## src/rtl/mem_arb_pkg.sv

```systemverilog
// Shared types for the IF/MEM unified-memory arbiter: FSM state and access owner.
package mem_arb_pkg;

  typedef enum logic [1:0] {
    IDLE  = 2'd0,
    ISSUE = 2'd1,
    WAIT  = 2'd2,
    DONE  = 2'd3
  } state_t;

  typedef enum logic {
    OWN_IF = 1'b0,
    OWN_D  = 1'b1
  } owner_t;

endpackage

```

## src/rtl/mem_port_arbiter_sat_counter.sv

```systemverilog
// Saturating up-counter with synchronous clear; holds at all-ones once reached.
module sat_counter #(
  parameter int W = 16
) (
  input  logic         clk,
  input  logic         rst,
  input  logic         inc,
  input  logic         clear,
  output logic [W-1:0] q
);

  logic [W-1:0] r_q;

  assign q = r_q;

  // Count register: clear wins over increment, increment stops at the maximum
  always_ff @(posedge clk or negedge rst) begin
    if (!rst) begin
      r_q <= '0;
    end else if (clear) begin
      r_q <= '0;
    end else if (inc && (r_q != {W{1'b1}})) begin
      r_q <= r_q + {{(W-1){1'b0}}, 1'b1};
    end else begin
      r_q <= r_q;
    end
  end

endmodule

```

## src/rtl/mem_port_arbiter.sv

```systemverilog
// Serializes IF fetches and MEM-stage loads/stores onto one variable-latency
// memory port, returns read data to the winner and generates pipeline stalls.
module mem_port_arbiter
  import mem_arb_pkg::*;
#(
  parameter int ADDR_W = 32,
  parameter int DATA_W = 32,
  parameter int CNT_W  = 16
) (
  input  logic              clk,
  input  logic              rst,
  input  logic              if_req,
  input  logic [ADDR_W-1:0] if_addr,
  output logic [DATA_W-1:0] if_rdata,
  output logic              if_ready,
  input  logic              d_req,
  input  logic              d_we,
  input  logic [ADDR_W-1:0] d_addr,
  input  logic [DATA_W-1:0] d_wdata,
  output logic [DATA_W-1:0] d_rdata,
  output logic              d_ready,
  output logic              m_en,
  output logic              m_we,
  output logic [ADDR_W-1:0] m_addr,
  output logic [DATA_W-1:0] m_wdata,
  input  logic [DATA_W-1:0] m_rdata,
  input  logic              m_valid,
  output logic              stall_if,
  output logic              stall_pipe,
  output logic [CNT_W-1:0]  conflict_cnt,
  output logic              proto_err
);

  state_t              r_state,     w_state_nxt;
  owner_t              r_owner,     w_owner_nxt;
  logic                r_m_en,      w_m_en_nxt;
  logic                r_m_we,      w_m_we_nxt;
  logic [ADDR_W-1:0]   r_m_addr,    w_m_addr_nxt;
  logic [DATA_W-1:0]   r_m_wdata,   w_m_wdata_nxt;
  logic                r_if_ready,  w_if_ready_nxt;
  logic                r_d_ready,   w_d_ready_nxt;
  logic [DATA_W-1:0]   r_if_rdata,  w_if_rdata_nxt;
  logic [DATA_W-1:0]   r_d_rdata,   w_d_rdata_nxt;
  logic                r_proto_err, w_proto_err_nxt;
  logic                w_conflict;

  // Next-state and next-output logic; every register holds unless changed
  always_comb begin
    w_state_nxt     = r_state;
    w_owner_nxt     = r_owner;
    w_m_en_nxt      = 1'b0;
    w_m_we_nxt      = r_m_we;
    w_m_addr_nxt    = r_m_addr;
    w_m_wdata_nxt   = r_m_wdata;
    w_if_ready_nxt  = 1'b0;
    w_d_ready_nxt   = 1'b0;
    w_if_rdata_nxt  = r_if_rdata;
    w_d_rdata_nxt   = r_d_rdata;
    w_proto_err_nxt = r_proto_err | (m_valid & (r_state != WAIT));
    unique case (r_state)
      IDLE: begin
        // D belongs to the older instruction, so it always wins the port
        if (d_req) begin
          w_owner_nxt   = OWN_D;
          w_m_we_nxt    = d_we;
          w_m_addr_nxt  = d_addr;
          w_m_wdata_nxt = d_wdata;
          w_m_en_nxt    = 1'b1;
          w_state_nxt   = ISSUE;
        end else if (if_req) begin
          w_owner_nxt   = OWN_IF;
          w_m_we_nxt    = 1'b0;
          w_m_addr_nxt  = if_addr;
          w_m_en_nxt    = 1'b1;
          w_state_nxt   = ISSUE;
        end else begin
          w_state_nxt   = IDLE;
        end
      end
      ISSUE: begin
        w_state_nxt = WAIT;
      end
      WAIT: begin
        if (m_valid) begin
          w_state_nxt = DONE;
          if (r_owner == OWN_D) begin
            w_d_ready_nxt = 1'b1;
            if (!r_m_we) begin
              w_d_rdata_nxt = m_rdata;
            end else begin
              w_d_rdata_nxt = r_d_rdata;
            end
          end else begin
            w_if_ready_nxt = 1'b1;
            w_if_rdata_nxt = m_rdata;
          end
        end else begin
          w_state_nxt = WAIT;
        end
      end
      DONE: begin
        w_state_nxt = IDLE;
      end
      default: begin
        w_state_nxt = IDLE;
      end
    endcase
  end

  // State and registered-output update
  always_ff @(posedge clk or negedge rst) begin
    if (!rst) begin
      r_state     <= IDLE;
      r_owner     <= OWN_IF;
      r_m_en      <= 1'b0;
      r_m_we      <= 1'b0;
      r_m_addr    <= '0;
      r_m_wdata   <= '0;
      r_if_ready  <= 1'b0;
      r_d_ready   <= 1'b0;
      r_if_rdata  <= '0;
      r_d_rdata   <= '0;
      r_proto_err <= 1'b0;
    end else begin
      r_state     <= w_state_nxt;
      r_owner     <= w_owner_nxt;
      r_m_en      <= w_m_en_nxt;
      r_m_we      <= w_m_we_nxt;
      r_m_addr    <= w_m_addr_nxt;
      r_m_wdata   <= w_m_wdata_nxt;
      r_if_ready  <= w_if_ready_nxt;
      r_d_ready   <= w_d_ready_nxt;
      r_if_rdata  <= w_if_rdata_nxt;
      r_d_rdata   <= w_d_rdata_nxt;
      r_proto_err <= w_proto_err_nxt;
    end
  end

  assign w_conflict = (r_state == IDLE) & if_req & d_req;

  sat_counter #(
    .W(CNT_W)
  ) u_conflict_cnt (
    .clk   (clk),
    .rst   (rst),
    .inc   (w_conflict),
    .clear (1'b0),
    .q     (conflict_cnt)
  );

  assign m_en       = r_m_en;
  assign m_we       = r_m_we;
  assign m_addr     = r_m_addr;
  assign m_wdata    = r_m_wdata;
  assign if_ready   = r_if_ready;
  assign d_ready    = r_d_ready;
  assign if_rdata   = r_if_rdata;
  assign d_rdata    = r_d_rdata;
  assign proto_err  = r_proto_err;
  assign stall_if   = if_req & ~r_if_ready;
  assign stall_pipe = d_req & ~r_d_ready;

endmodule

```

## config.mk

```make
export PLATFORM = sky130hd
export DESIGN_NAME = mem_port_arbiter
export DESIGN_NICKNAME = d
export VERILOG_FILES = /design/src/rtl/mem_arb_pkg.sv /design/src/rtl/mem_port_arbiter_sat_counter.sv /design/src/rtl/mem_port_arbiter.sv
export SDC_FILE = /design/constraint.sdc
export NUM_CORES = 1
export LEC_CHECK = 0
export CORE_UTILIZATION = 35
export DETAILED_ROUTE_END_ITERATION = 7
export HOLD_SLACK_MARGIN = 0.03
export PLACE_DENSITY = 0.67
export SETUP_SLACK_MARGIN = 0.3
export SLEW_MARGIN = 20
export SYNTH_ARGS = -nofsm -noshare
export SYNTH_HDL_FRONTEND = slang
export SYNTH_SLANG_ARGS = --single-unit
export TNS_END_PERCENT = 50
```

## constraint.sdc

```tcl
create_clock -name clk -period 2.1 [get_ports clk]
set_input_delay 0.63 -clock clk [delete_from_list [all_inputs] [get_ports clk]]
set_output_delay 0.63 -clock clk [all_outputs]
set_load 0.02 [all_outputs]
```

Word level (Yosys, flattened, before mapping)
Index checks and enable logic that the tools add are counted.
Word-level totals
  flip-flop bits (word level): 152
  input bits: 134
  output and inout port bits: 151
  word-level logic and storage cells: 53
Operators by class
  add/subtract/negate cells: 1
  equal/unequal tests: 5
  mux-type cells: 18
  bitwise logic cells: 10
  reduce and logical (&&, ||, !) cells: 7
Operator list (number)
  $mux 32: 2
  $add 16x1->16 const B: 1
  $ne 16x16->1 const B: 1
  $mux 1: 15
  $pmux 2 s4: 1
  $and 1x1->1: 5
  $eq 2x2->1 const B: 2
  $not 1->1: 4
  $reduce_and 2->1: 2
  $reduce_and 4->1: 1
  $reduce_and 3->1: 1
  $eq 2x1->1 const B: 1
  $logic_not 2->1: 1
  $ne 2x2->1 const B: 1
  $reduce_bool 2->1: 1
  $logic_and 1x1->1: 1
  $or 1x1->1: 1

Depth between registers and ports, before layout
Gate-level depths: netlist of the first run.
  depth in word-level cells: 4
  depth in mapped cells: 8
  gate-level depth less buffers: 6

Modules after synthesis
A second synthesis of the first run with hierarchy kept.
Second synthesis, totals
  cell total of the unflattened synthesis: 491
  area total of the unflattened synthesis: 6585.1 µm²
By module, submodules not included
  mem_port_arbiter: instances 1, cells each 393, area an instance 5642.9 µm², sequential area each 3403.3 µm²
  sat_counter: instances 1, cells each 98, area an instance 942.2 µm², sequential area each 400.4 µm²

Worst setup path after synthesis of the first run
OpenSTA, ideal clock, no wires.
  kind: input to output
  start: input port d_req
  end: output port stall_pipe
  arrival time: 1.381 ns
  data required time: 1.470 ns
  slack: 0.089 ns
  stages on the path: 3
  path buffers: 2
  cells stage by stage: buf_4 -> buf_2 -> nor2b_1
Between the ends
  word-level cells in the longest chain between the ends: 1
Ends and longest elaborated chain
  start, declared: RTL line mem_port_arbiter.sv:16  | input logic d_req,
  $and 1x1->1: RTL line mem_port_arbiter.sv:161  | assign stall_pipe = d_req & ~r_d_ready;
  end, declared: RTL line mem_port_arbiter.sv:29  | output logic stall_pipe,
No other way between the ends.

Worst setup path in the final report of the first run
  start: input port if_req
  end: output port stall_if
Between the ends
  word-level cells in the longest chain between the ends: 1
Ends and longest elaborated chain
  start, declared: RTL line mem_port_arbiter.sv:12  | input logic if_req,
  $and 1x1->1: RTL line mem_port_arbiter.sv:160  | assign stall_if = if_req & ~r_if_ready;
  end, declared: RTL line mem_port_arbiter.sv:28  | output logic stall_if,
No other way between the ends.

==> flow_metrics.py, run 1 <==
metrics = {
    "sta": {
        "period_minus_slack_ns": 2.00,
        "final.setup.tns_ns": 0,
        "slew_violations": 0,
        "setup_violations": 0,
        "grt_setup_unrepaired": "yes",
        "max_freq_ghz": 0.499,
        "layout_setup_ws_ns": 0.0952,
        "min_period_over_period": 0.955,
        "fin_skew_ns": 0.00847,
        "relSlewSlack": 0.645,
        "worstMarginPinSlew_ns": 0.533,
        "hold_violations": 0,
    },
    "job": {
        "cap_viol_max_count": 0,
    },
    "synth": {
        "synthTopCellsByCount": "dfrtp_1, mux2_2, nand2_1",
        "synth-edff-count": 0,
        "synth_top_area_frac": 0.609,
        "synth.cell_area_sq_mm": 0.00625,
        "netlist_instances": 445,
        "synth_nets": 583,
        "synth_seq_cells": 152,
        "synth-async-reset-ratio": 1.00,
        "synth_top_area_cell": "dfrtp_1",
        "synthMostInstantiatedCell": "dfrtp_1",
        "synthFlopType": "dfrtp_1",
        "synth_area_leaders": "dfrtp_1, mux2_2, mux2i_1, o21ai_0, nand2_1",
        "yosysSeqAreaShare": 0.609,
        "yosys_warnings": 0,
        "ys_types": 35,
        "syn_area_per_cell_sq_um": 14.0,
    },
    "global_routing": {
        "grt_max_degree": 54,
        "grt_pass1_vias": 5009,
        "grt_antenna_before_repair": 0,
        "grtUsageTotal": 0.183,
        "grt_first_pass_wirelength_um": 25700,
        "overflow": 0,
    },
    "die": {
        "dieArea_sq_mm": 0.0184,
        "io_pins": 285,
        "die_w_um": 136,
        "start_util": 0.360,
        "die_h_um": 136,
        "rows": 48,
        "core_sq_mm": 0.0174,
    },
    "placed_design": {
        "numPortBuffers": 284,
        "gp_congestion": 0.780,
        "place_hpwl_um": 12000,
        "place_inst": 947,
        "dp_worst_setup_slack_ns": -0.358,
    },
    "clocking": {
        "root_buffer": "clkbuf_16",
        "clock_latency_ns": 0.42,
        "cts-buffers-inserted": 17,
        "htreeDepth": 4,
        "cts_tree": "yes",
        "cts_buffer_depth": 2,
        "cts_sinks": 152,
        "clk_pin_slew_ns": 0.07,
    },
    "detailed_routing": {
        "dr.pass1.iters": 6,
        "via_per_inst": 4.68,
        "wl_um": 16200,
        "drc_errors": 0,
        "drt_iter0_drc": 182,
        "wl_per_cell_um": 16.5,
        "vias": 4593,
        "ant_nets": 0,
    },
    "final_layout": {
        "area_growth_pct": 63.6,
        "nets": 881,
        "fin_util": 0.589,
        "layout-drive-gt1-share": 0.246,
        "final-instance-count-excl-fill": 981,
        "diodes": 0,
    },
    "critical_path": {
        "path_cells": "clkdlybuf4s50_1 > nor2b_4 > buf_4",
        "critPathRequiredTime_ns": 1.47,
        "arrival_ns": 1.37,
        "start_kind": "input port",
        "crit_type": "input port to output pin",
        "critical_path.endpoint_type": "output pin",
        "max_stage_delay_ns": 0.48,
        "worst-path-max-fanout": 2,
        "cpMaxStageDelayCell": "clkdlybuf4s50_1",
    },
    "status": {
        "status": "completed",
    },
    "power_and_ir_drop": {
        "peakVddDrop_mv": 0.783,
        "leakage_uw": 0.00510,
        "powerDensity_mw_per_mm2": 1430,
    },
    "hold_path": {
        "worstHoldPathType": "input port to asynchronous set/reset pin",
    },
}
-- sequential cells by signal, indices dropped and copies added, names as in the netlist --
signal and flops:
if_rdata 32, u_conflict_cnt.q 16, m_addr 32, proto_err 1, r_owner 1, if_ready 1, m_we 1, m_en 1
d_rdata 32, r_state 2, m_wdata 32, d_ready 1
-- repair_timing --
action	4_1_cts	5_1_grt
hold buffers	0	0
gates cloned	0	0
endpoints found under the setup margin	151	121
gates resized for setup	117	61
endpoints found under the hold margin	0	0
buffers inserted	2	0
-- power by group --
part	internal [uW]	total (uW)	switching, uW	leakage, uW
Clock	1900	3120	1230	0.000293
Combinational	3160	6520	3360	0.00296
Sequential	4280	4950	674	0.00185
Total	9340	14600	5260	0.00510
-- logic make-up after synthesis --
| kind of cell | synth area share |
|---|---|
| AO/OA/AOI/OAI | 0.0318 |
| buffers and inverters | 0.0254 |
| AND/OR/NAND/NOR | 0.0775 |
| flip-flops | 0.609 |
| multiplexers | 0.229 |
| adder cells (fa/ha/maj) | 0.00801 |
| XOR/XNOR | 0.0196 |
-- critical path, delay by kind of cell --
| family | cells | cell delay (ns) |
|---|---|---|
| buf+inv | 2 | 0.61 |
| simple gates | 1 | 0.13 |
-- routing by layer --
metal,wire length (um),up-vias,global-route usage
li1,-,2158,-
met4,352,0,0.0743
met5,0,-,0
met1,6170,2232,0.204
met2,8320,177,0.315
met3,1390,26,0.0651
-- path summary, 6_finish.rpt --
kind / startpoint / end / slack, ns / cells after the start
setup / recovery: if_req / stall_if / 0.1 / 3
hold / removal: rst / u_conflict_cnt.q[7]$_DFFE_PN0P_ / 0.16 / 1
setup reg to reg: r_state[0]$_DFF_PN0_ / u_conflict_cnt.q[6]$_DFFE_PN0P_ / 0.39 / 7
hold reg to reg: proto_err$_DFF_PN0_ / proto_err$_DFF_PN0_ / 0.45 / 1
max in group asynchronous: rst / d_rdata[12]$_DFFE_PN0P_ / 1.33 / 2
min in group clk: proto_err$_DFF_PN0_ / proto_err$_DFF_PN0_ / 0.45 / 1
-- cell type report --
cell class,instances,area (sq um)
well taps,225,282
inverters,4,15.0
clock inverters,11,135
clock buffers,21,480
multi-input cells,264,2320
fillers,1391,7140
repair buffers,304,3180
flip-flops and latches,152,3810
-- cells in the final DEF, fill, tap and decap left out, types with 3 or more instances in the layout --
cell             synthesis  layout
and3_1                   4       4
buf_12                   0       8
buf_4                    2      13
clkbuf_16                0      17
clkbuf_8                 0       4
clkdlybuf4s15_1          0       7
clkdlybuf4s15_2          0      12
clkdlybuf4s50_1          0     148
clkinvlp_4               0       3
dfrtp_1                152     147
dfrtp_2                  0       5
dlygate4sd2_1            0      54
dlymetal6s2s_1           0      59
ha_1                     4       4
inv_1                    4       4
inv_6                    0       4
mux2_1                   9       9
mux2_2                  88      88
mux2i_1                 32      32
nand2_1                 36      36
nand3_1                  5       5
nand4_1                  5       5
nor3_2                   9       9
o21ai_0                 28      28
o21ai_1                  7       6
xor2_1                  13      13
-- through the flow --
step	instance area [sq um]	total power, uW	hold WS [ns]
after floorplan	6260	8450	0.334
after global placement	9490	12000	0.445
after detailed placement	9490	12100	0.444
after CTS	10100	14900	0.176
after global routing	10200	15400	0.197
final	10200	14600	0.158
Power figures use the tool's default switching activity.
==> run 2, diff against run 1 <==
==> constraint.sdc (replaced) <==
create_clock -name clk -period 2.4 [get_ports clk]
set_input_delay 0.72 -clock clk [delete_from_list [all_inputs] [get_ports clk]]
set_output_delay 0.72 -clock clk [all_outputs]
set_load 0.02 [all_outputs]
==> flow_metrics.py, run 2 (same netlist as run 1, synthesis figures left out) <==
metrics = {
    "placed_design": {
        "dpl-instance-area_sq_mm": 0.00946,
        "dp_worst_setup_slack_ns": -0.242,
        "numPortBuffers": 284,
        "place_hpwl_um": 12200,
        "gp_congestion": 0.834,
    },
    "die": {
        "dieArea_sq_mm": 0.0184,
        "rows": 48,
        "die_w_um": 136,
        "start_util": 0.360,
        "core_sq_mm": 0.0174,
        "die_h_um": 136,
        "io_pins": 285,
    },
    "detailed_routing": {
        "ant_nets": 0,
        "vias": 4603,
        "drc_errors": 0,
        "drt_iter0_drc": 108,
        "wl_per_cell_um": 16.7,
        "wl_um": 16400,
        "via_per_inst": 4.70,
        "dr.pass1.iters": 4,
    },
    "final_layout": {
        "fin_util": 0.581,
        "nets": 878,
        "layout-drive-gt1-share": 0.218,
        "fin_area_sq_mm": 0.0101,
        "layout_commonest_cell": "clkdlybuf4s50_1",
        "layout_common_cells": "clkdlybuf4s50_1, dfrtp_1, mux2_2",
        "area_growth_pct": 61.5,
        "fillers": 1413,
    },
    "sta": {
        "hold_violations": 0,
        "layout_setup_ws_ns": 0.296,
        "worstMarginPinSlew_ns": 0.567,
        "slew_violations": 0,
        "min_period_over_period": 0.877,
        "max_freq_ghz": 0.475,
        "fin_skew_ns": 0.00741,
        "grt_setup_unrepaired": "yes",
        "period_minus_slack_ns": 2.10,
        "setup_violations": 0,
        "whs_ns": 0.244,
        "relSlewSlack": 0.622,
    },
    "critical_path": {
        "arrival_ns": 1.38,
        "max_stage_delay_ns": 0.61,
        "critical_path.endpoint_type": "output pin",
        "path_cells": "clkdlybuf4s50_1",
        "reg2reg_slack_ns": 0.58,
        "path_delay_family": "buffers and inverters",
        "path_buf_inv": 1,
        "critPathRequiredTime_ns": 1.68,
        "worst-path-max-fanout": 2,
        "rr_endpoint": "u_conflict_cnt.q[1]$_DFFE_PN0P_",
        "rr_worst_depth": 6,
        "cpMaxStageDelayCell": "clkdlybuf4s50_1",
        "start_kind": "register",
        "r2r-start": "u_conflict_cnt.q[0]$_DFFE_PN0P_",
        "crit_type": "register to output pin",
    },
    "power_and_ir_drop": {
        "powerDensity_mw_per_mm2": 1270,
        "leakage_uw": 0.00494,
        "finalPower_uw": 12800,
        "peakVddDrop_mv": 0.628,
    },
    "clocking": {
        "post_cts_buffers": 0,
        "clk_pin_slew_ns": 0.06,
        "root_buffer": "clkbuf_16",
        "cts-buffers-inserted": 17,
        "cts_sinks": 152,
        "cts_tree": "yes",
        "htreeDepth": 4,
        "cts-hold-fix-buffers": 0,
        "cts_buffer_depth": 2,
        "clock_latency_ns": 0.42,
    },
    "job": {
        "cap_viol_max_count": 0,
    },
    "global_routing": {
        "grt_pass1_vias": 4807,
        "grt_first_pass_wirelength_um": 25800,
        "grt_max_degree": 59,
        "grt_antenna_before_repair": 1,
        "grtUsageMet1": 0.214,
        "grtUsageTotal": 0.184,
        "overflow": 0,
        "met2_usage": 0.310,
        "top_usage_layer": "met2",
        "globalRouteMet3Util": 0.0561,
    },
    "hold_path": {
        "worstHoldPathType": "input port to asynchronous set/reset pin",
    },
    "status": {
        "status": "completed",
    },
}
## run 2: cell count changes in the layout (fill, tap and decap cells not counted), moves of 3 or more
cell             before  now
clkdlybuf4s15_1       7    0
clkdlybuf4s15_2      12    0
dlymetal6s2s_1       59   40
clkdlybuf4s50_1     148  170
dfrtp_2               5    0
clkinv_2              0    3
dlygate4sd2_1        54   71
dfrtp_1             147  152
inv_6                 4    1
## run 2: final cells by class
type                    count  area [sq um]  area share
well taps                 225           282      0.0279
flip-flops and latches    152          3800       0.377
clock buffers              21           460      0.0457
multi-input cells         264          2320       0.230
inverters                   4          15.0     0.00149
clock inverters            11           146      0.0145
repair buffers            301          3050       0.303
diodes                      1          2.50    0.000248
## run 2: worst max-delay path by stage
| stage | startpoint | to | slack [ns] | cells past startpoint |
|---|---|---|---|---|
| 6_report | m_addr[28]$_DFFE_PN0P_ | m_addr[28] | 0.30 | 1 |
| 5_1_grt | m_addr[3]$_DFFE_PN0P_ | m_addr[3] | 0.26 | 1 |
| 4_1_cts | if_req | stall_if | 0.19 | 3 |
| 3_5_place_dp | if_req | stall_if | -0.24 | 3 |
| 3_3_place_gp | if_req | stall_if | -0.26 | 3 |
| 2_1_floorplan | d_req | stall_pipe | 0.34 | 3 |
## run 2: through the flow
stage                     TNS, ns  instances
after floorplan                 0        445
after global placement     -0.263        946
after detailed placement   -0.242        946
after CTS                       0        978
after global routing            0        979
final                           0        979
## run 2: where the power goes
group / total (uW) / switching, uW / internal, uW
logic: 5720 / 2930 / 2790
registers: 4340 / 596 / 3740
clock network: 2720 / 1030 / 1690
## run 2: metal layers
metal / wire [um] / vias to the layer above
met3: 1240 / 29
met4: 379 / 0
met5: 0 / -
li1: - / 2151
met1: 6320 / 2265
met2: 8410 / 158
## run 2: repair_timing
item | CTS | global route
endpoints found under the setup margin | 145 | 80
pin swaps | 0 | 0
resized for setup | 75 | 44
